`src/rtl/alu_arbiter_pkg.sv`:
```
// Shared definitions for the two-requester ALU arbiter: ALU op codes, FSM
// state encoding and the legal-op check used to flag error responses.
package alu_arbiter_pkg;

  localparam logic [3:0] OpAnd   = 4'b0000;
  localparam logic [3:0] OpOrr   = 4'b0001;
  localparam logic [3:0] OpAdd   = 4'b0010;
  localparam logic [3:0] OpSub   = 4'b0110;
  localparam logic [3:0] OpPassB = 4'b0111;
  localparam logic [3:0] OpNor   = 4'b1100;

  typedef enum logic [1:0] {
    StIdle = 2'b00,
    StExec = 2'b01,
    StResp = 2'b10
  } state_e;

  // True for the op codes the ALU implements natively.
  function automatic logic is_legal_op(input logic [3:0] op);
    logic legal;
    case (op)
      OpAnd, OpOrr, OpAdd, OpSub, OpPassB, OpNor: legal = 1'b1;
      default:                                    legal = 1'b0;
    endcase
    return legal;
  endfunction

endpackage

```
`src/rtl/LEGv8ALU.sv`:
```
// LEGv8 integer ALU, purely combinational. Unknown op codes fall back to an
// add so callers always see a defined result.
module LEGv8ALU
  import alu_arbiter_pkg::*;
#(
  parameter int unsigned DataW = 64
) (
  input  logic [DataW-1:0] a_i,
  input  logic [DataW-1:0] b_i,
  input  logic [3:0]       alu_ctrl_i,
  output logic [DataW-1:0] result_o,
  output logic             zero_o
);

  // Op decode; arithmetic wraps modulo 2^DataW.
  always_comb begin
    result_o = a_i + b_i;
    case (alu_ctrl_i)
      OpAnd:   result_o = a_i & b_i;
      OpOrr:   result_o = a_i | b_i;
      OpAdd:   result_o = a_i + b_i;
      OpSub:   result_o = a_i - b_i;
      OpPassB: result_o = b_i;
      OpNor:   result_o = ~(a_i | b_i);
      default: result_o = a_i + b_i;
    endcase
  end

  assign zero_o = (result_o == '0);

endmodule

```
`src/rtl/alu_arbiter.sv`:
```
// Two-requester front end for a shared LEGv8ALU. One operation is in flight at
// a time: IDLE accepts, EXEC evaluates from captured operands, RESP holds the
// response until the consumer takes it.
// Build option: define ALU_ARB_RR_EN for round-robin arbitration of
// simultaneous requests; otherwise requester 0 has fixed priority.
module alu_arbiter
  import alu_arbiter_pkg::*;
#(
  parameter int unsigned DATA_W = 64,
  parameter int unsigned CNT_W  = 32
) (
  input  logic              clk,
  input  logic              reset,
  input  logic              req0_valid,
  output logic              req0_ready,
  input  logic [3:0]        req0_op,
  input  logic [DATA_W-1:0] req0_a,
  input  logic [DATA_W-1:0] req0_b,
  input  logic              req1_valid,
  output logic              req1_ready,
  input  logic [3:0]        req1_op,
  input  logic [DATA_W-1:0] req1_a,
  input  logic [DATA_W-1:0] req1_b,
  output logic              rsp_valid,
  input  logic              rsp_ready,
  output logic              rsp_id,
  output logic [DATA_W-1:0] rsp_result,
  output logic              rsp_zero,
  output logic              rsp_err,
  output logic              busy,
  output logic [CNT_W-1:0]  op_count
);

  state_e state_q, state_d;

  logic              any_valid;
  logic              grant_id;
  logic              accept;

  logic [3:0]        op_q;
  logic [DATA_W-1:0] a_q;
  logic [DATA_W-1:0] b_q;
  logic              id_q;

  logic [DATA_W-1:0] alu_result;
  logic              alu_zero_unused;

  logic              rsp_id_q;
  logic [DATA_W-1:0] rsp_result_q;
  logic              rsp_zero_q;
  logic              rsp_err_q;
  logic [CNT_W-1:0]  op_count_q;

  assign any_valid = req0_valid | req1_valid;

`ifdef ALU_ARB_RR_EN
  logic last_grant_q;

  // Grant selection: on contention pick the requester not served last.
  always_comb begin
    if (req0_valid && req1_valid) begin
      grant_id = ~last_grant_q;
    end else begin
      grant_id = ~req0_valid;
    end
  end

  // Last-grant pointer; reset value 1 lets requester 0 win the first tie.
  always_ff @(posedge clk) begin
    if (reset) begin
      last_grant_q <= 1'b1;
    end else if (accept) begin
      last_grant_q <= grant_id;
    end
  end
`else
  // Grant selection: fixed priority, requester 0 always wins a tie.
  always_comb begin
    grant_id = ~req0_valid;
  end
`endif

  // State register.
  always_ff @(posedge clk) begin
    if (reset) begin
      state_q <= StIdle;
    end else begin
      state_q <= state_d;
    end
  end

  // Next-state logic.
  always_comb begin
    state_d = state_q;
    unique case (state_q)
      StIdle: if (any_valid) state_d = StExec;
      StExec: state_d = StResp;
      StResp: if (rsp_ready) state_d = StIdle;
      default: state_d = StIdle;
    endcase
  end

  // FSM outputs; ready is gated by reset so nothing is accepted while it is high.
  always_comb begin
    req0_ready = 1'b0;
    req1_ready = 1'b0;
    accept     = 1'b0;
    rsp_valid  = (state_q == StResp);
    busy       = (state_q != StIdle);
    if ((state_q == StIdle) && !reset && any_valid) begin
      accept     = 1'b1;
      req0_ready = ~grant_id;
      req1_ready = grant_id;
    end
  end

  // Capture the granted request so later input changes cannot disturb it.
  always_ff @(posedge clk) begin
    if (reset) begin
      op_q <= '0;
      a_q  <= '0;
      b_q  <= '0;
      id_q <= 1'b0;
    end else if (accept) begin
      op_q <= grant_id ? req1_op : req0_op;
      a_q  <= grant_id ? req1_a  : req0_a;
      b_q  <= grant_id ? req1_b  : req0_b;
      id_q <= grant_id;
    end
  end

  LEGv8ALU #(
    .DataW (DATA_W)
  ) u_alu (
    .a_i        (a_q),
    .b_i        (b_q),
    .alu_ctrl_i (op_q),
    .result_o   (alu_result),
    .zero_o     (alu_zero_unused)
  );

  // Response registers load in EXEC and stay frozen through RESP. The zero
  // flag is derived here from the value being registered, not from the ALU.
  always_ff @(posedge clk) begin
    if (reset) begin
      rsp_id_q     <= 1'b0;
      rsp_result_q <= '0;
      rsp_zero_q   <= 1'b0;
      rsp_err_q    <= 1'b0;
    end else if (state_q == StExec) begin
      rsp_id_q     <= id_q;
      rsp_result_q <= alu_result;
      rsp_zero_q   <= (alu_result == '0);
      rsp_err_q    <= ~is_legal_op(op_q);
    end
  end

  // Completed-handshake counter, wraps naturally at 2^CNT_W.
  always_ff @(posedge clk) begin
    if (reset) begin
      op_count_q <= '0;
    end else if ((state_q == StResp) && rsp_ready) begin
      op_count_q <= op_count_q + CNT_W'(1);
    end
  end

  assign rsp_id     = rsp_id_q;
  assign rsp_result = rsp_result_q;
  assign rsp_zero   = rsp_zero_q;
  assign rsp_err    = rsp_err_q;
  assign op_count   = op_count_q;

endmodule

```
`config.mk`:
```
export PLATFORM = sky130hd
export DESIGN_NAME = alu_arbiter
export DESIGN_NICKNAME = d
export VERILOG_FILES = /design/src/rtl/alu_arbiter_pkg.sv /design/src/rtl/LEGv8ALU.sv /design/src/rtl/alu_arbiter.sv
export SDC_FILE = /design/constraint.sdc
export NUM_CORES = 1
export LEC_CHECK = 0
export ABC_AREA = 0
export CAP_MARGIN = 20
export CORE_ASPECT_RATIO = 1.75
export CORE_MARGIN = 5
export CORE_UTILIZATION = 50
export CTS_CLUSTER_DIAMETER = 40
export DETAILED_ROUTE_END_ITERATION = 12
export HOLD_SLACK_MARGIN = 0.05
export PLACE_DENSITY_LB_ADDON = 0.05
export REMOVE_ABC_BUFFERS = 1
export SLEW_MARGIN = 20
export SYNTH_ARGS = -nofsm -noshare
export SYNTH_HDL_FRONTEND = slang
export SYNTH_SLANG_ARGS = --single-unit
```
`constraint.sdc`:
```
create_clock -name clk -period 9.15 [get_ports clk]
set_clock_uncertainty 0.05 [all_clocks]
set_input_delay 2.745 -clock clk [delete_from_list [all_inputs] [get_ports clk]]
set_output_delay 2.745 -clock clk [all_outputs]
set_load 0.01 [all_outputs]
```
After elaboration in Yosys (flattened, before gate mapping) --
Cells that the tools add are included. W data, S select, Z words.
Cells by class: add/subtract/negate cells 3, multiply operators 0, divide/modulo/power cells 0, $lt $le $gt $ge 0, equal/unequal tests 9, shifts and indexed selects 0, multiplexer cells 13, bitwise operators 6, reduce and logical (&&, ||, !) cells 10
Operators by type and width (count):
- $pmux W64 S5 | 1
- $mux W64 | 2
- $add A64 B64 Y64 | 1
- $and A64 B64 Y64 | 1
- $logic_not A64 Y1 | 1
- $not A64 Y64 | 1
- $or A64 B64 Y64 | 1
- $sub A64 B64 Y64 | 1
- $add A32 B1 Y32 const B | 1
- $eq A4 B3 Y1 const B | 2
- $mux W1 | 6
- $pmux W2 S3 | 1
- $reduce_or A6 Y1 | 1
- $eq A4 B1 Y1 const B | 1
- $eq A4 B2 Y1 const B | 1
- $eq A4 B4 Y1 const B | 1
- $logic_not A4 Y1 | 1
- $mux W2 | 2
- $mux W4 | 1
- $logic_and A1 B1 Y1 | 3
- $eq A2 B1 Y1 const B | 1
- $eq A2 B2 Y1 const B | 1
- $logic_not A2 Y1 | 1
- $ne A2 B1 Y1 const B | 1
- other kinds (6) | 7
Word-level totals: bits in registers 234, latch bits 0, RAM bits 0, bits in read-only memories 0, input bits 269, word-level logic and storage cells 51, memories 0

Logic depth before layout (Yosys ltp) --
depth in word-level cells 6, depth in mapped cells 25

Cells and area by module --
A second synthesis with hierarchy kept.
Unflattened totals: cells, all modules 2421, area total of the unflattened synthesis 18188.7 µm²
Modules (own cells, without submodules):
- alu_arbiter | instances 1, cells each 1067, area an instance 9571.7 µm², seq. area each 4684.5 µm²
- LEGv8ALU | instances 1, cells each 1354, area an instance 8617.0 µm², seq. area each 0.0 µm²

Worst setup path after synthesis --
OpenSTA, ideal clock, no wires.
path kind input to output, start point input req0_valid, end point output req1_ready, data arrival time 4.247 ns, slack 2.108 ns, stages on the path 5, cells stage by stage clkbuf_1 > clkbuf_1 > buf_1 > o21ai_0 > nor3_1
On the way: cells in the longest elaborated chain, start to end 3
RTL lines:
- start: declaration | line alu_arbiter.sv:14 | input logic req0_valid,
- $or A1 B1 Y1 | line alu_arbiter.sv:54 | assign any_valid = req0_valid | req1_valid;
- $logic_and A1 B1 Y1 | line alu_arbiter.sv:110 | if ((state_q == StIdle) && !reset && any_valid) begin
- $mux W1 (*) | line alu_arbiter.sv:110
- end: declaration | line alu_arbiter.sv:20 | output logic req1_ready,
Every way passes the cells marked *; elsewhere a longest branch is shown, timed or not.

Worst setup path in the final report --
Same ends and word-level chain as after synthesis.

==> results.sh <==
export IMPL_power_frac_seq=0.311
export IMPL_synthAdderAreaFrac=0.0803
export IMPL_maxSlewViolCount=0
export IMPL_core_area_um2=35400
export IMPL_rsz0062_at_grt="no"
export IMPL_grt_overflow=0
export IMPL_drive_above_1_share=0.0411
export IMPL_vias_per_cell=6.41
export IMPL_fmax_mhz=140
export IMPL_ioPinCount=372
export IMPL_htree_num_levels=1
export IMPL_muxShareOfSynthArea=0.0776
export IMPL_ctsRootBufferMaster="clkbuf_16"
export IMPL_grt_pass1_vias=19700
export IMPL_worst_slew_pin_slew_ns=0.980
export IMPL_die_w_um=153
export IMPL_finalSetupTns_ns=0
export IMPL_placementRows=91
export IMPL_cpMaxStageDelayCell="clkdlybuf4s50_1"
export IMPL_startpoint_type="input pin"
export IMPL_cts_resized=0
export IMPL_track_usage=0.341
export IMPL_cap_violations=0
export IMPL_antenna_found_initial=0
export IMPL_cts_sinks=234
export IMPL_grt_pass1_wl_um=109000
export IMPL_drtIter0Drc=1307
export IMPL_synth_edff_count=0
export IMPL_cts_tree="built"
export IMPL_ys_types=88
export IMPL_p_sw_mw=1.69
export IMPL_vias=19400
export IMPL_crit_type="in -> out"
export IMPL_hold_class="reg -> reg"
export IMPL_swShare=0.410
export IMPL_area_delta_synth_final_pct=25.6
export IMPL_drc=0
export IMPL_ir_drop_uv=178
export IMPL_yosysSeqAreaShare=0.261
export IMPL_intPower_mw=2.44
export IMPL_numCtsBuffers=27
export IMPL_finalCriticalPeriod_ns=7.15
export IMPL_required_ns=6.36
export IMPL_fin_area_um2=22500
export IMPL_p_leak_nw=8.71
export IMPL_grt_start_max_net_pins=101
export IMPL_ys_seq_elements=234
export IMPL_clkTransAtPathRegs_ns=0.07
export IMPL_postCtsSetupRepairBufs=0
export IMPL_pwr_share_comb=0.420
export IMPL_critical_path_arrival_ns=4.36
export IMPL_relSlewSlack=0.344
export IMPL_layout_nets=2870
export IMPL_dieHeight_um=261
export IMPL_clock_latency_ns=0.58
export IMPL_n_antenna_cell=0
export IMPL_netlist_area_um2=17900
export IMPL_fin_crit_sh=0.782
export IMPL_hpwl_um=55100
export IMPL_synth_simple_area_share=0.195
export IMPL_synthArstFlopShare=0
export IMPL_finalWirelength_um=72000
export IMPL_crit_fanout=78
export IMPL_yosys_warnings=0
export IMPL_crit_chain="clkbuf_8 > o21ai_0 > nor3_1 > clkdlybuf4s50_1"
export IMPL_synth_top_family_by_area="compound AO/OA/AOI/OAI gates"
export IMPL_status="complete, no violations"
export IMPL_fillers=3171
export IMPL_synth_cells=2327
export IMPL_setup_slack_ns=2.00
export IMPL_cp_slowest_stage_delay_ns=0.57
export IMPL_die_area_um2=39900
export IMPL_gp_congestion=1.01
export IMPL_port_buffer_count=371
export IMPL_drtAntennaViolNets=0
export IMPL_hold_viol=0
export IMPL_postPlaceCellArea_um2=21600
export IMPL_synthFlopType="dfxtp_1"
export IMPL_start_util=0.506
export IMPL_finalSetupViolCount=0
export IMPL_whs_ns=0.402
export IMPL_synth_compound_area_frac=0.268
export IMPL_synth_xor_area_frac=0.0645
export IMPL_clock_path_buffers=3
export IMPL_cts_hold_buffers=0
export IMPL_power_mw=4.13
export IMPL_route_detailed_wl_per_inst_um=23.9
export IMPL_pwr_density_cell_nw_per_um2=183
export IMPL_syn_avg_cell_area_um2=7.71
export IMPL_cp_end_kind="output pin"
export IMPL_pre_cts_ws_ns=1.95
export IMPL_p_clk_frac=0.268
export IMPL_first_pass_iters=7
## logic make-up after synthesis
| family | count (synthesis) |
|---|---|
| AOI/OAI and AO/OA | 698 |
| xor gates and xnor gates | 132 |
| adders and majority gates | 126 |
| buffers and inverters | 246 |
| DFF | 234 |
| muxes | 139 |
| and+or+nand+nor | 752 |
## path summary, 6_finish.rpt
path | from | end | slack, ns | cells after the start
hold / removal | rsp_result[9] | rsp_result[9] | 0.40 | 2
setup / recovery | req0_valid | req1_ready | 2.00 | 4
setup reg to reg | b_q[6] | rsp_zero | 2.02 | 19
hold reg to reg | rsp_result[9] | rsp_result[9] | 0.40 | 2
## final cells by class
type,instances,area [µm²],share of cell area
sequential,234,4690,0.208
timing repair buffer,397,3910,0.174
inverter,26,97.6,0.00433
clock buffer,35,756,0.0336
multi-input combinational,1847,12300,0.547
clock inverter,14,165,0.00733
tap,465,582,0.0258
## Yosys cell counts, types with 25 or more instances
master | number | share of area
xor2_1 | 80 | 0.039
maj3_1 | 58 | 0.032
mux2i_1 | 139 | 0.078
a31oi_1 | 29 | 0.010
clkbuf_1 | 178 | 0.037
nor2_1 | 335 | 0.070
ha_1 | 67 | 0.047
inv_1 | 25 | 0.0052
a211oi_1 | 173 | 0.072
nand3_1 | 45 | 0.013
xnor2_1 | 52 | 0.025
dfxtp_1 | 234 | 0.26
nor3_1 | 45 | 0.013
nand4_1 | 35 | 0.012
and3_1 | 27 | 0.0094
a22oi_1 | 45 | 0.019
o21ai_0 | 84 | 0.023
a21oi_1 | 154 | 0.043
o32ai_1 | 32 | 0.016
nand2_1 | 151 | 0.032
## per-stage QoR
stage	util	cells
2_1_floorplan	-	2107
3_3_place_gp	0.610	2969
3_5_place_dp	0.610	2969
4_1_cts	0.636	3018
5_1_grt	0.636	3018
6_report	0.636	3018
## placed cells by master (no fill, tap or decap), drive strengths merged, types with 8 or more instances in the layout
master / instances
nand2: 151
nor4: 17
mux2i: 139
a31oi: 29
nand2b: 17
o21ai: 87
a22oi: 45
nor2: 335
nand4: 36
o31ai: 21
a21oi: 154
dfxtp: 234
clkdlybuf4s50: 369
xnor2: 52
o32ai: 32
and2: 11
clkbuf: 36
or3: 20
o211ai: 11
buf: 27
nor3: 46
o21a: 12
and3: 27
maj3: 58
and4: 9
ha: 67
inv: 31
o22ai: 12
nand3: 45
o32a: 23
nor2b: 8
xor2: 80
o41ai: 8
a211oi: 174
a21o: 19
## worst max-delay path, delay by kind of cell
kind / cells / cell delay, ns
AO/OA/AOI/OAI: 1 / 0.27
AND/OR/NAND/NOR: 1 / 0.18
buffers and inverters: 2 / 1.08
## sequential cells by signal (all words and copies together), names as in the netlist
register	flops
id_q	1
rsp_err	1
rsp_zero	1
rsp_result	64
rsp_id	1
op_q	4
b_q	64
state_q	2
a_q	64
op_count	32
## layer usage
layer  share of wire  global-route usage
met1            0.33               0.326
met2            0.53               0.648
met3           0.054              0.0455
met4           0.088               0.269
met5               0                   0
## power groups by stage
stage	clock network [mW]	registers, mW	logic, mW
global route	1.17	1.30	1.87
finish	1.11	1.28	1.73
CTS	1.13	1.28	1.71
detailed placement	0	1.30	1.70
floorplan	0	1.28	1.07
global placement	0	1.30	1.69
Note: power is estimated with default switching activity, not from simulation.
==> variant: new RTL, same flow settings <==
The parameter `DATA_W` goes from 64 to 56.
--- a/src/rtl/alu_arbiter.sv
+++ b/src/rtl/alu_arbiter.sv
@@ -6,7 +6,7 @@
 module alu_arbiter
   import alu_arbiter_pkg::*;
 #(
-  parameter int unsigned DATA_W = 64,
+  parameter int unsigned DATA_W = 56,
   parameter int unsigned CNT_W  = 32
 ) (
   input  logic              clk,
Ports: changed (5 resized); port bits go from 372 to 332. The function was not compared with the original's and may differ.
==> variant against the unedited design <==
Power shrank 10%; area after synthesis shrank 13%; worst hold slack gained 0.0052 ns; routed wire length shrank 22%; sequential cell count shrank 24; design area shrank 12%; setup slack gained 0.084 ns; count of clock-buffer cells in the layout shrank 5; largest cell class unchanged.
==> variant: results (changes against the unedited design) <==
| Metric | Value |
|---|---|
| Drt initial violations | `863 (was 1307)` |
| Crit Path Max Fanout | `10 (was 78)` |
| Register area share after synthesis | `26.9% (was 26.1%)` |
| Pin count of the biggest net entering global routing | `235 (was 101)` |
| Crit path DAT | `7.51 ns (was 4.36 ns)` |
| CTS Buf Count | `27 (unchanged)` |
| Share of cells above drive strength 1 | `5.20% (was 4.11%)` |
| Flop-to-flop setup slack | `2.08 ns (was 2.02 ns)` |
| Synth area leaders | `dfxtp_1, mux2i_1, a211oi_1, nor2_1, ha_1 (unchanged)` |
| Critical Path Slowest Stage Cell | `nor2_1 (was clkdlybuf4s50_1)` |
| Hpwl dp | `42.4 mm (was 55.1 mm)` |
| HP Class | `reg -> reg (unchanged)` |
| Worst reg2reg path startpoint | `b_q[2] (was b_q[6])` |
| Clock Path Buffers | `3 (unchanged)` |
| First-pass GRT wire length | `84.5 mm (was 109 mm)` |
| Distinct cells, synth | `89 (was 88)` |
| Placer Congestion | `0.982 (was 1.01)` |
| HP Start | `rsp_result[46] (was rsp_result[9])` |
| Hold slack | `0.407 ns (was 0.402 ns)` |
| Post-DP Area | `18800 um^2 (was 21600 um^2)` |
| Port Buffers | `331 (was 371)` |
| Hold Path Depth | `2 (unchanged)` |
| H-tree lvl count | `1 (unchanged)` |
| Routed wire length | `55.9 mm (was 72.0 mm)` |
| GRT Util Overall | `30.1% (was 34.1%)` |
| Setup bufs post-CTS | `0 (unchanged)` |
| Reg2reg path depth | `21 (was 19)` |
| Yosys warns | `0 (unchanged)` |
| Reg2reg end | `rsp_zero (unchanged)` |
| Max VDD drop | `0.192 mV (was 0.178 mV)` |
| CP top delay family | `simple AND/OR/NAND/NOR gates (was buffers and inverters)` |
| Top_reg_cell synth | `dfxtp_1 (unchanged)` |
| Post-synth ARST share | `0% (unchanged)` |
| # nets final | `2451 (was 2870)` |
| CTS Root Cell | `clkbuf_16 (unchanged)` |
| Via/cell ratio | `6.24 (was 6.41)` |
| Slowest Stage Delay on Critical Path | `0.60 ns (was 0.57 ns)` |
| Min-Delay Endpoint | `rsp_result[46] (was rsp_result[9])` |
| Most instantiated cells after synthesis | `nor2_1, dfxtp_1, a211oi_1 (was nor2_1, dfxtp_1, clkbuf_1)` |
| Clock Latency Late Sink | `0.55 ns (was 0.58 ns)` |
| Pleak | `7.61 nW (was 8.71 nW)` |
| Outcome | `finished clean (unchanged)` |
| Initial antenna violation count | `1 (was 0)` |
| Post-CTS Resized | `0 (unchanged)` |
| Drt first pass iters | `7 (unchanged)` |
| Vias in the first global route | `16012 (was 19747)` |
| Worst-margin pin slew | `1.11 ns (was 0.980 ns)` |
| PD cells | `188 nW/um^2 (was 183 nW/um^2)` |
| Clk slew on worst S/H paths | `0.06 ns` |
variant: changes by cell type in the layout (fill, tap and decap cells not counted), moves of 17 or more:
cell | unedited run | this run
nor2_1 | 333 | 259
nand2_1 | 151 | 106
clkdlybuf4s50_1 | 369 | 329
o21ai_0 | 84 | 59
dfxtp_1 | 232 | 208
a21oi_1 | 154 | 134
nand3_1 | 45 | 25
mux2i_1 | 139 | 121
a211oi_1 | 173 | 156
o32a_1 | 23 | 6
variant: worst max path at each step:
stage,cells after the start,slack [ns],to,from
2_1_floorplan,3,-1.73,id_q,req0_valid
3_3_place_gp,4,2.28,req0_ready,reset
3_5_place_dp,21,2.22,rsp_zero,b_q[2]
4_1_cts,21,2.19,rsp_zero,b_q[2]
5_1_grt,20,1.69,rsp_zero,b_q[2]
6_report,21,2.08,rsp_zero,b_q[2]
variant: per-stage QoR:
step           utilization [%]  setup TNS (ns)  instances  setup slack, ns  power [mW]
6_report                  64.0               0       2566             2.08        3.71
5_1_grt                   64.0               0       2565             1.69        3.90
4_1_cts                   64.0               0       2564             2.19        3.71
3_5_place_dp              61.0               0       2515             2.22        2.61
3_3_place_gp              61.0               0       2515             2.28        2.60
2_1_floorplan                -         -186.11       1769            -1.73        2.08
variant: worst register-to-register path, stage by stage, from the launching register on:
cell and delay [ns]:
dfxtp_1 0.41, nor4_1 0.46, nand2_1 0.30, nor4_2 0.58, nand2_1 0.24, nor2_1 0.60, a21oi_1 0.18, xnor2_1 0.16
ha_1 0.48, nand4_2 0.18, or3_4 0.44, or3_4 0.36, nor4_4 0.30, a211oi_2 0.20, xor2_1 0.18, nor2_1 0.08
or4_1 0.59, nor4_4 0.21, nand4_1 0.15, nor4_1 0.46, and4_1 0.25, a31o_1 0.14
variant: logic make-up after synthesis:
kind of cell             synth area share, %
AND/OR/NAND/NOR                         18.0
AO/OA/AOI/OAI                           26.5
adder cells (fa/ha/maj)                 8.19
buffers and inverters                   5.88
multiplexers                            7.76
flip-flops                              26.9
XOR/XNOR                                6.73
variant: power by group:
part / internal, mW / switching [mW]
Sequential: 1.01 / 0.134
Clock: 0.652 / 0.438
Combinational: 0.606 / 0.871
variant: metal layers:
metal / routed length, um / vias to the layer above / track usage (%)
met3: 2850 / 189 / 3.53
met4: 3610 / 0 / 18.2
li1: - / 7694 / -
met2: 30300 / 622 / 58.3
met1: 19100 / 7509 / 29.4
met5: 0 / - / 0
variant: area by class of cell:
class / instances / area [um^2]
Fill cell: 2735 / 11100
Inverter: 20 / 75.1
Clock inverter: 19 / 225
Antenna cell: 1 / 2.50
Sequential cell: 210 / 4210
Clock buffer: 30 / 707
Timing Repair Buffer: 356 / 3520
Multi-Input combinational cell: 1539 / 10500
Tap cell: 391 / 489
